## config.mk

```make
export PLATFORM = sky130hd
export DESIGN_NAME = pipe_scheduler
export DESIGN_NICKNAME = d
export VERILOG_FILES = /design/src/rtl/pipe_pkg.sv /design/src/rtl/pipe_lfsr16.sv /design/src/rtl/pipe_scheduler.sv
export SDC_FILE = /design/constraint.sdc
export NUM_CORES = 1
export LEC_CHECK = 0
export CORE_ASPECT_RATIO = 1.2
export CORE_UTILIZATION = 50
export CTS_BUF_LIST = sky130_fd_sc_hd__clkbuf_8
export DETAILED_ROUTE_END_ITERATION = 8
export HOLD_SLACK_MARGIN = 0.1
export PLACE_DENSITY = 0.71
export SYNTH_ARGS = -nofsm -noshare
export SYNTH_HDL_FRONTEND = slang
export SYNTH_SLANG_ARGS = --single-unit
```

## constraint.sdc

```tcl
create_clock -name clk_100ms -period 14.4 [get_ports clk_100ms]
set_input_delay 1.44 -clock clk_100ms [delete_from_list [all_inputs] [get_ports clk_100ms]]
set_output_delay 1.44 -clock clk_100ms [all_outputs]
set_load 0.1 [all_outputs]
```

## src/rtl/pipe_pkg.sv

```systemverilog
// Shared definitions for the pipe scheduler: playfield constants, packed-word layout,
// FSM encoding and the LFSR/random-field helpers used by pipe_scheduler and pipe_lfsr16.
package pipe_pkg;

    localparam int PIPE_SPACING = 210;
    localparam int SCREEN_W     = 640;
    localparam int STEP         = 2;
    localparam int PIPE_HEAD    = 23;
    localparam int Y_SPAN       = 330;
    localparam int GAP_MIN      = 100;
    localparam int GAP_RANGE    = 50;
    localparam int LOCK_X       = 120;

    localparam int GAP_LSB = 20;
    localparam int X_LSB   = 10;
    localparam int Y_LSB   = 0;

    localparam logic [15:0] LFSR_DEFAULT = 16'hACE1;
    localparam logic [9:0]  Y_MIN        = 10'(PIPE_HEAD);
    localparam logic [9:0]  Y_MAX        = 10'(Y_SPAN - PIPE_HEAD - 1);
    localparam logic [9:0]  RST_Y        = 10'd165;
    localparam logic [7:0]  RST_GAP      = 8'(GAP_MIN);

    typedef enum logic [1:0] {
        IDLE = 2'd0,
        LOAD = 2'd1,
        RUN  = 2'd2,
        HOLD = 2'd3
    } sched_state_t;

    typedef struct packed {
        logic [7:0] gap;
        logic [9:0] x;
        logic [9:0] y;
    } pipe_t;

    // Fibonacci form, taps 16/14/13/11, shifting toward bit 0.
    function automatic logic [15:0] lfsr_step(input logic [15:0] v);
        return {v[0] ^ v[2] ^ v[3] ^ v[5], v[15:1]};
    endfunction

    function automatic logic [9:0] rand_y(input logic [15:0] v);
        logic [15:0] m;
        m = v % 16'(Y_SPAN - 2 * PIPE_HEAD);
        return 10'(m) + Y_MIN;
    endfunction

    function automatic logic [7:0] rand_gap(input logic [15:0] v);
        logic [15:0] m;
        m = {8'h00, v[15:8]} % 16'(GAP_RANGE);
        return 8'(m) + 8'(GAP_MIN);
    endfunction

    function automatic logic [31:0] pack_pipe(input pipe_t p);
        logic [31:0] w;
        w = 32'h0;
        w[GAP_LSB +: 8] = p.gap;
        w[X_LSB +: 10]  = p.x;
        w[Y_LSB +: 10]  = p.y;
        return w;
    endfunction

endpackage

```

## src/rtl/pipe_lfsr16.sv

```systemverilog
// Free-running 16-bit LFSR for the pipe scheduler; loads a seed on request and
// never allows the all-zero lock-up state in via the seed.
module pipe_lfsr16
    import pipe_pkg::*;
(
    input  logic        clk_100ms,
    input  logic        rst,
    input  logic        load,
    input  logic [15:0] seed,
    output logic [15:0] value
);

    logic [15:0] lfsr_reg;

    always_ff @(posedge clk_100ms or negedge rst) begin
        if (!rst) begin
            lfsr_reg <= LFSR_DEFAULT;
        end else if (load) begin
            lfsr_reg <= (seed == 16'h0000) ? LFSR_DEFAULT : seed;
        end else begin
            lfsr_reg <= lfsr_step(lfsr_reg);
        end
    end

    assign value = lfsr_reg;

endmodule

```

## src/rtl/pipe_scheduler.sv

```systemverilog
// Scrolls, respawns and arbitrates the three flappy-bird pipe slots on the game tick.
// Build option PIPE_SCHED_ADJ_EN enables player-2 adjust and owner tracking.
module pipe_scheduler
    import pipe_pkg::*;
(
    input  logic        clk_100ms,
    input  logic        rst,
    input  logic        start,
    input  logic [15:0] seed,
    input  logic        run,
    input  logic        mode,
    input  logic        adj_up,
    input  logic        adj_down,
    output logic [31:0] pipe1,
    output logic [31:0] pipe2,
    output logic [31:0] pipe3,
    output logic [1:0]  owner,
    output logic        spawn,
    output logic [1:0]  spawn_slot
);

`ifdef PIPE_SCHED_ADJ_EN
    localparam bit ADJ_EN = 1'b1;
`else
    localparam bit ADJ_EN = 1'b0;
`endif

    sched_state_t state_reg, state_next;
    pipe_t        slot_reg  [3];
    pipe_t        slot_next [3];
    logic [1:0]   owner_reg, owner_next;
    logic         spawn_reg, spawn_next;
    logic [1:0]   spawn_slot_reg, spawn_slot_next;

    logic [15:0]  lfsr_value;
    logic [15:0]  rnd [3];
    logic [2:0]   pending;
    logic [2:0]   grant;
    logic [1:0]   grant_idx;
    logic [2:0]   adj_sel;
    logic [9:0]   adj_y;
    logic [31:0]  pipe_word [3];

    pipe_lfsr16 u_lfsr (
        .clk_100ms (clk_100ms),
        .rst       (rst),
        .load      (start),
        .seed      (seed),
        .value     (lfsr_value)
    );

    // LOAD seeds all three slots in one tick from the current value and two look-ahead steps.
    assign rnd[0] = lfsr_value;

    genvar gi;
    generate
        for (gi = 1; gi < 3; gi++) begin : g_rnd
            assign rnd[gi] = lfsr_step(rnd[gi-1]);
        end
        for (gi = 0; gi < 3; gi++) begin : g_slot
            assign pending[gi]   = (slot_reg[gi].x <= 10'(STEP));
            assign pipe_word[gi] = pack_pipe(slot_reg[gi]);
        end
    endgenerate

    always_comb begin
        grant     = 3'b000;
        grant_idx = 2'd0;
        if (pending[0]) begin
            grant     = 3'b001;
            grant_idx = 2'd1;
        end else if (pending[1]) begin
            grant     = 3'b010;
            grant_idx = 2'd2;
        end else if (pending[2]) begin
            grant     = 3'b100;
            grant_idx = 2'd3;
        end
    end

`ifdef PIPE_SCHED_ADJ_EN
    logic [2:0] owner_onehot;
    pipe_t      own_pipe;

    generate
        for (gi = 0; gi < 3; gi++) begin : g_own
            assign owner_onehot[gi] = (owner_reg == 2'(gi + 1));
        end
    endgenerate

    always_comb begin
        own_pipe = slot_reg[0];
        case (owner_reg)
            2'd2:    own_pipe = slot_reg[1];
            2'd3:    own_pipe = slot_reg[2];
            default: own_pipe = slot_reg[0];
        endcase

        adj_y = own_pipe.y;
        if (adj_up && !adj_down && (own_pipe.y < Y_MAX)) begin
            adj_y = own_pipe.y + 10'd1;
        end else if (adj_down && !adj_up && (own_pipe.y > Y_MIN)) begin
            adj_y = own_pipe.y - 10'd1;
        end

        // owner_onehot is all-zero when owner is 0, so no slot is selected then.
        adj_sel = 3'b000;
        if (mode && (own_pipe.x >= 10'(LOCK_X))) begin
            adj_sel = owner_onehot;
        end
    end
`else
    logic unused_adj;
    assign unused_adj = ^{mode, adj_up, adj_down};
    assign adj_sel    = 3'b000;
    assign adj_y      = 10'd0;
`endif

    always_comb begin
        state_next      = state_reg;
        slot_next       = slot_reg;
        owner_next      = owner_reg;
        spawn_next      = 1'b0;
        spawn_slot_next = spawn_slot_reg;

        if (start) begin
            state_next = LOAD;
        end else begin
            case (state_reg)
                IDLE: state_next = IDLE;
                LOAD: begin
                    for (int k = 0; k < 3; k++) begin
                        slot_next[k].x   = 10'(PIPE_SPACING * (k + 1));
                        slot_next[k].y   = rand_y(rnd[k]);
                        slot_next[k].gap = rand_gap(rnd[k]);
                    end
                    owner_next = ADJ_EN ? 2'd3 : 2'd0;
                    state_next = run ? RUN : HOLD;
                end
                RUN: begin
                    // A respawn overrides any adjust on the same slot.
                    for (int k = 0; k < 3; k++) begin
                        if (grant[k]) begin
                            slot_next[k].x   = 10'(SCREEN_W);
                            slot_next[k].y   = rand_y(lfsr_value);
                            slot_next[k].gap = rand_gap(lfsr_value);
                        end else begin
                            slot_next[k].x = pending[k] ? 10'd0 : (slot_reg[k].x - 10'(STEP));
                            if (adj_sel[k]) begin
                                slot_next[k].y = adj_y;
                            end
                        end
                    end
                    if (grant != 3'b000) begin
                        spawn_next      = 1'b1;
                        spawn_slot_next = grant_idx;
                        owner_next      = ADJ_EN ? grant_idx : 2'd0;
                    end
                    state_next = run ? RUN : HOLD;
                end
                HOLD: state_next = run ? RUN : HOLD;
                default: state_next = IDLE;
            endcase
        end
    end

    always_ff @(posedge clk_100ms or negedge rst) begin
        if (!rst) begin
            state_reg <= IDLE;
            for (int k = 0; k < 3; k++) begin
                slot_reg[k].gap <= RST_GAP;
                slot_reg[k].x   <= 10'(PIPE_SPACING * (k + 1));
                slot_reg[k].y   <= RST_Y;
            end
            owner_reg      <= 2'd0;
            spawn_reg      <= 1'b0;
            spawn_slot_reg <= 2'd0;
        end else begin
            state_reg      <= state_next;
            slot_reg       <= slot_next;
            owner_reg      <= owner_next;
            spawn_reg      <= spawn_next;
            spawn_slot_reg <= spawn_slot_next;
        end
    end

    assign pipe1      = pipe_word[0];
    assign pipe2      = pipe_word[1];
    assign pipe3      = pipe_word[2];
    assign owner      = owner_reg;
    assign spawn      = spawn_reg;
    assign spawn_slot = spawn_slot_reg;

endmodule

```

Word-level counts from Yosys, hierarchy flattened. Index checks and enable logic that the tools add are counted.

Eq/ne operators: 7. Add/subtract/negate cells: 9. Div/mod/pow operators: 6. Reductions and logical operators: 11. Order comparisons: 3. Muxes and demuxes: 26. Bitwise gates (word level): 7.

Operator list (count): $pmux 84 s2 (1); $mux 20 (3); $mod 16x9->16 const B (3); $mod 8x6->16 const B (3); $mux 16 (2); $add 10x5->10 const B (3); $le 10x2->1 const B (3); $mux 10 (3); $sub 10x2->10 const B (3); $add 8x7->8 const B (3); $mux 8 (3); $logic_not 16->1 (1); $reduce_and 3->1 (5); $mux 2 (5); $mux 3 (3); $ne 2x2->1 const B (4); $pmux 2 s2 (2); $xor 1x1->1 (6); $eq 2x2->1 const B (2); $mux 1 (4); $reduce_bool 3->1 (1); $reduce_or 3->1 (1); $eq 2x1->1 const B (1); $logic_not 2->1 (1); other kinds (3) (3).

Output and inout port bits: 101. Input bits: 23. Word-level logic and storage cells: 83. Bits in registers: 107.

Longest topological paths before layout.
Depth in word-level cells: 8. Depth in mapped cells: 33. Gate-level depth less buffers: 29.

Modules after synthesis. A second synthesis with hierarchy kept.

Cell total of the unflattened synthesis: 1789. Area, all modules: 13187.6 µm².

Modules (own cells, without submodules): pipe_scheduler (area an instance 12514.5 µm², cells an instance 1747, instances 1, seq. area each 2195.9 µm²); pipe_lfsr16 (area an instance 673.1 µm², cells an instance 42, instances 1, seq. area each 410.4 µm²).

Worst setup path before layout. Ideal clock, no wire load.

Path kind: flip-flop to flip-flop. From: register u_lfsr.lfsr_reg[10], in the netlist u_lfsr.value[10]. To: register slot_reg (netlist bit pipe3[6]). Buffers on the path: 1. Setup slack: 6.736 ns. Library setup time: 0.126 ns. Cell stages (with the launch flop): 28. Data arrival time: 7.538 ns. Clock period less this slack: 7.664 ns. Data required time: 14.274 ns. Path through: dfstp_2 > buf_2 > nand3_2 > a311o_4 > or4_4 > a211o_1 > a2111oi_4 > o221a_2 > mux2i_1 > o211ai_1 > or2_2 > a221oi_4 > o41ai_2 > o21a_4 > mux2_4 > and4_4 > nor4_4 > o31a_1 > mux2i_1 > o211ai_1 > a31oi_1 > o31ai_1 > a22oi_1 > a21boi_1 > nor2_1 > xnor2_1 > a22o_1 > a221o_1.

Longest elaborated chain between the ends: 4.

Ends and longest elaborated chain: start: declaration (line pipe_lfsr16.sv:13) `logic [15:0] lfsr_reg;`; start signal: assignment (line pipe_lfsr16.sv:19) `lfsr_reg <= (seed == 16'h0000) ? LFSR_DEFAULT : seed;`; start signal: assignment (line pipe_lfsr16.sv:21) `lfsr_reg <= lfsr_step(lfsr_reg);`; $mod 16x9->16 (line pipe_pkg.sv:44) `m = v % 16'(Y_SPAN - 2 * PIPE_HEAD);`; $add 10x5->10 (line pipe_pkg.sv:45) `return 10'(m) + Y_MIN;`; $mux 20 (line pipe_scheduler.sv:143) `if (grant[k]) begin`; $pmux 84 s2 (*) (line pipe_scheduler.sv:129) `case (state_reg)`; end signal: assignment (line pipe_scheduler.sv:180) `slot_reg <= slot_next;`; end: declaration (line pipe_scheduler.sv:29) `pipe_t slot_reg [3];`.

Every way passes the cells marked *; elsewhere a longest branch is shown, timed or not. The select of a mux whose other input is x is not followed. A chain may end at the register's enable or synchronous reset.

Worst setup path after layout.
From: register u_lfsr.lfsr_reg[5], in the netlist u_lfsr.value[5]. To: register slot_reg (netlist bit pipe2[7]).

Longest elaborated chain between the ends: 4.

Ends and longest elaborated chain (line): $mod 16x9->16 or $xor 1x1->1 (tied branches) (pipe_pkg.sv:44, pipe_pkg.sv:39); $add 10x5->10 or $mod 16x9->16 (tied branches) (pipe_pkg.sv:45, pipe_pkg.sv:44); $mux 20 or $add 10x5->10 (tied branches) (pipe_scheduler.sv:143, pipe_pkg.sv:45); $pmux 84 s2 (*) (pipe_scheduler.sv:129).

Marked as above.

==> summary.md <==
The tools report the total length of routed wires as 42800 um. In the routed design, unresolved DRC markers number 0. Among the stages of the critical path, the cell type that occurs most often is xnor2_1. After routing, the total negative slack on setup checks comes to 0 ns. Counting I/O delays and the setup requirement, the final critical path takes 10.20 ns.

Before antenna repair, the detailed router went through 5 iterations. The tools report the number of H-tree levels as 3. TritonCTS built the clock tree.

The clock root buffer is clkbuf_8. Clock-pin slew was measured on the worst setup and hold paths at 0.11 ns. Setup violations remaining at the end of the flow were counted as 0.

Once the clock tree was built, the resizer swapped 0 gates to a different size. The tools report the count of hold-fix buffers inserted at cts as 0. The run finished with clean final reports. The tools report the worst min-delay path startpoint as pipe1[7]$_DFFE_PN1P_. The HPWL after detailed placement is 32000 um. The number of different library cells used by synthesis comes to 123. The number of vias per cell works out to 6.63. The first routing iteration left 1028 violations. End of the worst hold path: pipe1[7]$_DFFE_PN1P_. The mean area per synthesized cell is 7.35 sq um.

The slowest cell on the critical path is dfstp_2. The most common cell in the synthesized netlist is nand2_1. The critical path class was register to register.

Entering global routing, the biggest net connects 74 pins. The worst hold-check path type is register to register. The endpoint identified for the worst register-to-register timing path is pipe2[7]$_DFFE_PN1P_. The proportion of layout cells with a drive suffix above 1 works out to 9.85%. After synthesis, the largest area contributor takes up 10.7% of total cell area. The worst path required time is 14.68 ns. Counting along the longest clock path gives a buffer depth of 2. The synthesized instance count is 1881.

The final critical-path share of the clock period came out at 70.9%. The footprint of the flip-flops and latches is 2610 sq um. At the worst endpoint, the arrival time is 10.49 ns.

Measured along the x axis, the die boundary spans 154 um. Of all flip-flops after synthesis, the portion carrying an async set or reset was 100%. The delay of the slowest critical-path stage is 0.97 ns, and the flip-flop and latch count after synthesis is 102. Clock tree synthesis inserted a total of 9 buffers. The count of final hold-check violations came out at 0. The logs give 102 for the total number of clock tree sinks and 13800 sq um for the post-synthesis cell area. The run gives 4.20 ns as the worst-case register-to-register setup slack. The worst register-to-register path has a depth of 28. The congestion estimate from routability-driven global placement came to 0.940. Initial antenna violation count: 0. Once the clock tree was built, the setup fixing pass inserted 0 buffers.

In this run the tightest slew margin relative to its limit is 31.7%. For the count of max-cap constraint violations, the log shows 0. Sorting the synthesized cells by how often they occur yields nand2_1, o21ai_0, nor2_1, a21oi_1, xnor2_1. For the final max-slew violation count, the log shows 0. The logs give 18.9% for the sequential area share after synthesis and 69400 um for the first-pass GRT wire length.

Yosys attributes the largest share of cell area to dfrtp_1, dfstp_2, nand2_1. In this run the critical register-to-register path is launched from u_lfsr.value[5]$_DFF_PN1_. For this run, the post-layout net count is 1943. Relative to the synthesized area, the layout overhead comes to 8.65%. Counting the fill cells in the layout gives 2614. The tools report the startpoint kind of the worst setup timing path as a register.

The detailed router placed 14.9k vias in this run. For the core region area, the log shows 27200 sq um. For the final database, setup skew stands at 0.0195 ns. Derived from the worst setup path, the maximum achievable clock frequency is 98.0 MHz. The die covers 28300 sq um.

The worst hold path passes through 2 cells. The number of flops mapped to enable cells by yosys was 0. The number of primary I/O pins was 124. In the global route stage, overall resource usage came out at 29.8%. The multi-input combinational cells in the finished layout cover a total of 10500 sq um. Measured along the y axis, the die boundary spans 184 um. The worst setup path is captured at a register. The number of global-route vias before repair was 13.5k. In this run the worst path has a maximum fanout of 37. Row generation in the floorplan step produced 66 rows. In this run the remaining antenna-violating nets after routing total 0. Setup repair after global routing left no endpoint under its margin.

The synthesized design spends more area on one cell type than any other, namely dfrtp_1. Among all flip-flop cells after synthesis, the most frequent one is dfrtp_1. The clock insertion delay at the later pin of the skew report is 0.39 ns.

For this run, the number of Yosys warnings is 0. Average routed wire per standard cell: 19.1 um. The number of antenna diodes in the final layout is 0. The initial utilization of the core area, before any placement, comes to 50.9%. For the pin with the worst max-slew slack, the measured transition is 1.02 ns. The tools report the remaining global-route overflow as 0.

The number of buffers added on ports came out at 103.
stage by stage:
step	setup slack [ns]	instances	hold slack, ns	cell area [sq um]	util, %
global placement	4.69	2223	0.451	14800	54.5
global route	3.42	2239	0.485	15000	55.3
detailed placement	4.50	2223	0.451	14800	54.5
finish	4.20	2239	0.466	15000	55.3
CTS	4.43	2239	0.466	15000	55.3
floorplan	6.74	1897	0.533	13900	-
how the worst max path moves through the flow:
stage	cells after the start	slack (ns)	from	end
after floorplan	27	6.74	u_lfsr.value[10]$_DFF_PN1_	pipe3[6]$_DFFE_PN0P_
after global placement	28	4.69	u_lfsr.value[5]$_DFF_PN1_	pipe2[7]$_DFFE_PN1P_
after detailed placement	28	4.50	u_lfsr.value[5]$_DFF_PN1_	pipe2[7]$_DFFE_PN1P_
after CTS	28	4.43	u_lfsr.value[5]$_DFF_PN1_	pipe2[7]$_DFFE_PN1P_
after global routing	28	3.42	u_lfsr.value[5]$_DFF_PN1_	pipe2[7]$_DFFE_PN1P_
final	28	4.20	u_lfsr.value[5]$_DFF_PN1_	pipe2[7]$_DFFE_PN1P_
cell type report:
| cell class | count | area share, % |
|---|---|---|
| Clock buffer | 9 | 0.825 |
| Clock inverter | 7 | 0.600 |
| Inverter | 45 | 1.13 |
| Multi-Input combinational cell | 1617 | 69.6 |
| Sequential cell | 102 | 17.4 |
| Tap cell | 340 | 2.83 |
| Timing Repair Buffer | 119 | 7.65 |
worst max-delay path, delay by kind of cell (launching register included):
family	cells	cell delay [ns]
buf+inv	2	0.68
fa+ha+maj	1	0.42
compound gates	12	4.08
xor+xnor	6	2.05
flops	1	0.97
mux	1	0.23
simple gates	6	1.63
logic make-up after synthesis:
group	count (synthesis)	synth area share, %
muxes	44	3.38
buffers and inverters	178	6.04
adders and majority gates	35	3.02
and+or+nand+nor	721	25.7
other	1	0.0271
xor gates and xnor gates	103	6.93
AOI/OAI and AO/OA	697	36.1
DFF	102	18.9
cells in the final DEF (no fill, tap or decap), types with 11 or more instances in the layout:
cell	n
mux2_2	14
clkdlybuf4s50_1	102
a31oi_1	36
o21a_1	19
and3_1	16
dfstp_2	43
or4_1	11
a21o_1	17
a21oi_1	106
ha_1	25
nor3_1	56
and2_1	21
or2_2	15
buf_4	17
o21ai_0	164
a22o_1	14
inv_1	39
nand4_1	23
or3_1	23
nand2_1	243
o31ai_1	19
o22ai_1	36
a211oi_1	33
nand2b_1	21
nor2b_1	20
nand3_1	62
a221oi_1	16
o21ai_1	14
nor2_1	145
mux2i_1	28
o211ai_1	24
xnor2_1	71
nor4_1	25
o22a_1	12
dfrtp_1	59
xor2_1	26
conb_1	17
metal layers:
metal | up-vias | GRT usage [%] | wire length (um)
met2 | 556 | 51.5 | 20300
met4 | 0 | 11.8 | 1370
met3 | 92 | 2.05 | 2310
met5 | - | 0 | 0
met1 | 7077 | 38.5 | 18800
li1 | 7128 | - | -
Power is not shown: default switching activity piles up to over one toggle a cycle in this logic, so the estimate is an artifact.
